==> config.mk <==
export PLATFORM = sky130hd
export DESIGN_NAME = mem_burst_ctrl
export DESIGN_NICKNAME = d
export VERILOG_FILES = /design/src/rtl/mem_if_pkg.sv /design/src/rtl/mem_burst_ctrl.sv
export SDC_FILE = /design/constraint.sdc
export NUM_CORES = 1
export LEC_CHECK = 0
export ABC_AREA = 0
export BUFFER_PORTS_ARGS = -buffer_cell sky130_fd_sc_hd__buf_2
export CORE_ASPECT_RATIO = 0.9
export CORE_MARGIN = 2
export CORE_UTILIZATION = 47
export CTS_BUF_LIST = sky130_fd_sc_hd__clkbuf_4 sky130_fd_sc_hd__clkbuf_8
export DETAILED_ROUTE_END_ITERATION = 8
export PLACE_DENSITY_LB_ADDON = 0.08
export SLEW_MARGIN = 5
export SYNTH_ARGS = -nofsm -noshare
export SYNTH_HDL_FRONTEND = slang
export SYNTH_SLANG_ARGS = --single-unit
==> constraint.sdc <==
create_clock -name clk -period 3.8 [get_ports clk]
set_input_delay 0.57 -clock clk [delete_from_list [all_inputs] [get_ports clk]]
set_output_delay 0.57 -clock clk [all_outputs]
set_load 0.03 [all_outputs]
==> src/rtl/mem_if_pkg.sv <==
// Shared definitions for the 32-bit word memory port: access sizes, controller states
// and the size-to-beat-count helper used by the controller, memory model and bench.
package mem_if_pkg;

  localparam int unsigned WORD_BYTES = 4;
  localparam int unsigned SIZE_W     = 2;
  localparam int unsigned BEAT_CNT_W = 4;
  localparam int unsigned BEATS_W    = 5;

  typedef enum logic [SIZE_W-1:0] {
    SZ_1  = 2'b00,
    SZ_4  = 2'b01,
    SZ_8  = 2'b10,
    SZ_16 = 2'b11
  } access_size_e;

  typedef enum logic [1:0] {
    IDLE = 2'b00,
    XFER = 2'b01,
    DONE = 2'b10
  } state_e;

  function automatic logic [BEATS_W-1:0] size_to_beats(input access_size_e size);
    logic [BEATS_W-1:0] beats;
    case (size)
      SZ_1:    beats = BEATS_W'(1);
      SZ_4:    beats = BEATS_W'(4);
      SZ_8:    beats = BEATS_W'(8);
      default: beats = BEATS_W'(16);
    endcase
    return beats;
  endfunction

endpackage

==> src/rtl/mem_burst_ctrl.sv <==
// Initiator-side burst controller: sequences single/burst word accesses onto the memory
// port, one beat per cycle, returns read words and flags misalignment and busy-echo faults.
module mem_burst_ctrl
  import mem_if_pkg::*;
#(
  parameter int unsigned ADDR_W = 32,
  parameter int unsigned DATA_W = 32
) (
  input  logic              clk,
  input  logic              rst_n,
  input  logic              req_valid,
  output logic              req_ready,
  input  logic              req_write,
  input  logic [1:0]        req_size,
  input  logic [ADDR_W-1:0] req_addr,
  input  logic [DATA_W-1:0] wr_data,
  output logic              wr_pop,
  output logic [DATA_W-1:0] rd_data,
  output logic              rd_valid,
  output logic              done,
  output logic              err,
  output logic              mem_enable,
  output logic              mem_read_write,
  output logic [1:0]        mem_access_size,
  output logic [ADDR_W-1:0] mem_address,
  output logic [DATA_W-1:0] mem_data_in,
  input  logic [DATA_W-1:0] mem_data_out,
  input  logic              mem_busy
);

  state_e                  state_q, state_d;
  logic [BEAT_CNT_W-1:0]   beat_q, beat_d;
  access_size_e            size_q, size_d;
  logic [ADDR_W-1:0]       addr_q, addr_d;
  logic                    rw_q, rw_d;
  logic                    en_q, en_d;
  logic                    pop_q, pop_d;
  logic                    rv_q, rv_d;
  logic                    done_q, done_d;
  logic                    err_q, err_d;
  logic                    ready_q, ready_d;
  logic                    busy_chk_q, busy_chk_d;
  logic [BEAT_CNT_W-1:0]   last_beat_c;

  assign last_beat_c = BEAT_CNT_W'(size_to_beats(size_q) - BEATS_W'(1));

  // Next-state and registered-output logic; every beat is decided one cycle ahead.
  always_comb begin
    state_d    = state_q;
    beat_d     = beat_q;
    size_d     = size_q;
    addr_d     = addr_q;
    rw_d       = rw_q;
    en_d       = 1'b0;
    pop_d      = 1'b0;
    done_d     = 1'b0;
    err_d      = err_q;
    rv_d       = en_q & rw_q;
    busy_chk_d = en_q;

    unique case (state_q)
      IDLE: begin
        if (req_valid && ready_q) begin
          size_d = access_size_e'(req_size);
          rw_d   = ~req_write;
          addr_d = req_addr;
          beat_d = '0;
          err_d  = 1'b0;
          if (req_addr[1:0] == 2'b00) begin
            state_d = XFER;
            en_d    = 1'b1;
            pop_d   = req_write;
          end else begin
            state_d = DONE;
            err_d   = 1'b1;
            done_d  = 1'b1;
          end
        end
      end
      XFER: begin
        if (beat_q == last_beat_c) begin
          state_d = DONE;
          done_d  = 1'b1;
        end else begin
          beat_d = beat_q + BEAT_CNT_W'(1);
          addr_d = addr_q + ADDR_W'(WORD_BYTES);
          en_d   = 1'b1;
          pop_d  = ~rw_q;
        end
      end
      DONE: state_d = IDLE;
      default: state_d = IDLE;
    endcase

    // The memory must echo busy the cycle after every enabled beat.
    if (busy_chk_q && !mem_busy) begin
      err_d = 1'b1;
    end

    ready_d = (state_d == IDLE);
  end

  always_ff @(posedge clk) begin
    if (!rst_n) begin
      state_q    <= IDLE;
      beat_q     <= '0;
      size_q     <= SZ_1;
      addr_q     <= '0;
      rw_q       <= 1'b1;
      en_q       <= 1'b0;
      pop_q      <= 1'b0;
      rv_q       <= 1'b0;
      done_q     <= 1'b0;
      err_q      <= 1'b0;
      ready_q    <= 1'b1;
      busy_chk_q <= 1'b0;
    end else begin
      state_q    <= state_d;
      beat_q     <= beat_d;
      size_q     <= size_d;
      addr_q     <= addr_d;
      rw_q       <= rw_d;
      en_q       <= en_d;
      pop_q      <= pop_d;
      rv_q       <= rv_d;
      done_q     <= done_d;
      err_q      <= err_d;
      ready_q    <= ready_d;
      busy_chk_q <= busy_chk_d;
    end
  end

  // Write data and read data pass straight through within the beat / return cycle.
  assign mem_data_in     = pop_q ? wr_data : '0;
  assign rd_data         = mem_data_out;

  assign req_ready       = ready_q;
  assign wr_pop          = pop_q;
  assign rd_valid        = rv_q;
  assign done            = done_q;
  assign err             = err_q;
  assign mem_enable      = en_q;
  assign mem_read_write  = rw_q;
  assign mem_access_size = size_q;
  assign mem_address     = addr_q;

endmodule

==> results.json <==
{
  "status": "complete, no violations",
  "gp_congestion": 0.763,
  "hold_viol": 0,
  "ios": 208,
  "hold_slack_ns": 0.455,
  "layout.nets": 604,
  "crit_path_start_kind": "flip-flop",
  "dpl.hpwl_mm": 6.23,
  "synth_fp_nets": 508,
  "r2r_start": "mem_access_size[1]",
  "hold_path_class": "flip-flop to flip-flop",
  "fin_ws_ns": 1.41,
  "cts_tree": "yes",
  "ctsHoldBuffers": 0,
  "finClkSkew_ns": 0.00348,
  "die_h_um": 80.9,
  "finalSetupViolCount": 0,
  "holdPathEnd": "err",
  "drcViolationCount": 0,
  "clkSinkCount": 48,
  "grt_max_degree": 51,
  "core_mm2": 0.00648,
  "syn-instance-count": 403,
  "wirelength_met1_mm": 4.00,
  "firstDrtPassIters": 5,
  "cts-root-buf": "clkbuf_8",
  "worstPathRequired_ns": 4.00,
  "via_count": 3246,
  "cts-buffers-inserted": 5,
  "r2r_cells": 5,
  "grt_overflow": 0,
  "highest_layer": "met4",
  "syn_area_mm2": 0.00309,
  "final_common_cell": "buf_2",
  "ys_types": 53,
  "ant_nets": 0,
  "ir_drop_mv": 0.249,
  "p_leak_nw": 1.76,
  "drv_slew": 0,
  "crit_fanout": 37,
  "avgSynthCellArea_um2": 7.67,
  "clk_path_buf_depth": 2,
  "fin_util_pct": 57.1,
  "crit_type": "flip-flop to flip-flop",
  "wl_met2_mm": 4.11,
  "synth_top_cell_by_area": "dfxtp_1",
  "route.final.wire_length_mm": 8.80,
  "timing.rr.end": "mem_address[22]",
  "syn2layout_area_growth_pct": 19.7,
  "grt_first_pass_wirelength_mm": 13.5,
  "dpl_cell_area_mm2": 0.00359,
  "rsz0062_at_grt": "false",
  "fillers": 653,
  "cts_resized": 0,
  "finalInstanceArea_mm2": 0.00370,
  "timing.final.crit_share_pct": 62.8,
  "synth-seq-area-share_pct": 31.1,
  "clock_latency_ns": 0.30,
  "tns_ns": 0,
  "powerDensity_mw_per_mm2": 359,
  "ys_async_sr_fraction_pct": 0,
  "worst_ep_arrival_time_ns": 2.59,
  "cts_setup_buffers": 0,
  "ys_ff_latch": 48,
  "initialDrtViolationCount": 192,
  "synth_top_area_share_pct": 31.1,
  "post_drt_wl_per_cell_um": 14.9,
  "vias_per_cell": 5.50,
  "place_ws_ns": 1.43,
  "end_kind": "flip-flop",
  "layout_common_cells": "buf_2 (143), dfxtp_1 (48), nand2_1 (44), a21oi_1 (35), and2_1 (34)",
  "grt.total_usage_pct": 23.7,
  "fmax_mhz": 419,
  "synth_area_leaders": "dfxtp_1 (31%), buf_4 (8.0%), and2_1 (6.9%)",
  "drive_above_1_share_pct": 33.6,
  "worst_pin_slew_ns": 0.968,
  "path_clk_slew_ns": 0.09,
  "fin_crit_ns": 2.39,
  "grt_pass1_vias": 2854,
  "synth_warnings": 0,
  "dieWidth_um": 89.5,
  "ys.flop_type": "dfxtp_1",
  "wl_met3_um": 613,
  "hold_start": "busy_chk_q",
  "antenna_cells": 0,
  "reg2reg_slack_ns": 1.41,
  "relSlewSlack_pct": 35.0,
  "htreeDepth": 2,
  "grt_antenna_before_repair": 0,
  "die-area_mm2": 0.00724,
  "initial_utilization_pct": 47.7,
  "num_rows": 28,
  "synth-edff-count": 0,
  "io_buffer_count": 143,
  "cap_violations": 0,
  "hold_depth": 2
}
[worst max-delay path: stages (launching register included)]
cell     delay (ns)
dfxtp_1        0.34
or3_4          0.40
o41a_4         0.39
a21oi_4        0.74
nor2_1         0.11
o221a_2        0.29
[logic make-up (layout without fill, tap and decap cells)]
logic type	count (synthesis)	after routing	share of synthesized area [%]
AND/OR/NAND/NOR	167	167	29.1
AO/OA/AOI/OAI	118	118	25.8
buffers and inverters	66	163	12.7
flip-flops	48	48	31.1
adder cells (fa/ha/maj)	2	2	0.809
XOR/XNOR	2	2	0.567
[how the worst max path moves through the flow]
stage,endpoint,slack (ns),startpoint,depth (start not counted)
6_report,mem_address[22],1.41,mem_access_size[1],5
5_1_grt,mem_address[27],1.29,mem_address[14],5
4_1_cts,mem_address[22],1.41,mem_access_size[1],5
3_5_place_dp,mem_address[22],1.43,mem_access_size[1],5
3_3_place_gp,mem_address[22],1.45,mem_access_size[1],5
2_1_floorplan,mem_address[22],1.78,mem_address[6],5
[metal layers]
metal	track usage (%)	up-vias
met5	0	-
met4	6.87	0
met3	5.18	9
met2	38.8	120
met1	31.4	1506
li1	-	1611
[metrics by stage]
stage | instances | power (W)
final | 590 | 0.00133
after global routing | 590 | 0.00140
after CTS | 590 | 0.00134
after detailed placement | 582 | 0.000962
after global placement | 582 | 0.000957
after floorplan | 403 | 0.000906
[Yosys cell counts (3+ instances only)]
master    count
nand4_1      11
inv_1         9
clkbuf_1     17
a21o_1        3
o221a_2       4
a31oi_1      11
o21ai_0      18
buf_4        33
a21oi_1      35
dfxtp_1      48
or3_1         5
o31a_1        5
nand3_1      19
a21boi_0      3
o211ai_1      6
buf_2         4
nand2b_1      4
nor3_1        5
o22a_1        4
nor2_1       28
o22ai_1       5
o31ai_1       4
nand2_1      44
and3_1        4
and2_1       34
[flip-flops by register name (all words and copies together), names as in the netlist]
signal / count
mem_read_write: 1
req_ready: 1
mem_access_size: 2
rd_valid: 1
wr_pop: 1
done: 1
beat_q: 4
busy_chk_q: 1
state_q: 2
mem_enable: 1
err: 1
mem_address: 32
[area by class of cell]
| cell class | instances | area (µm²) | share of cell area, % |
|---|---|---|---|
| clock buffer | 6 | 76.3 | 2.06 |
| clock inverter | 2 | 35.0 | 0.947 |
| inverter | 9 | 33.8 | 0.913 |
| multi-input combinational | 289 | 1740 | 47.1 |
| sequential | 48 | 961 | 26.0 |
| tap | 90 | 113 | 3.04 |
| timing repair buffer | 146 | 738 | 19.9 |
[where the power goes]
part           internal [W]  leakage [nW]  switching, W  total (W)
Clock              0.000203        0.0586      0.000174   0.000377
Combinational      0.000124          1.30      0.000223   0.000347
Sequential         0.000549         0.394     0.0000562   0.000605
No activity file was read; power rests on OpenSTA's default activity.
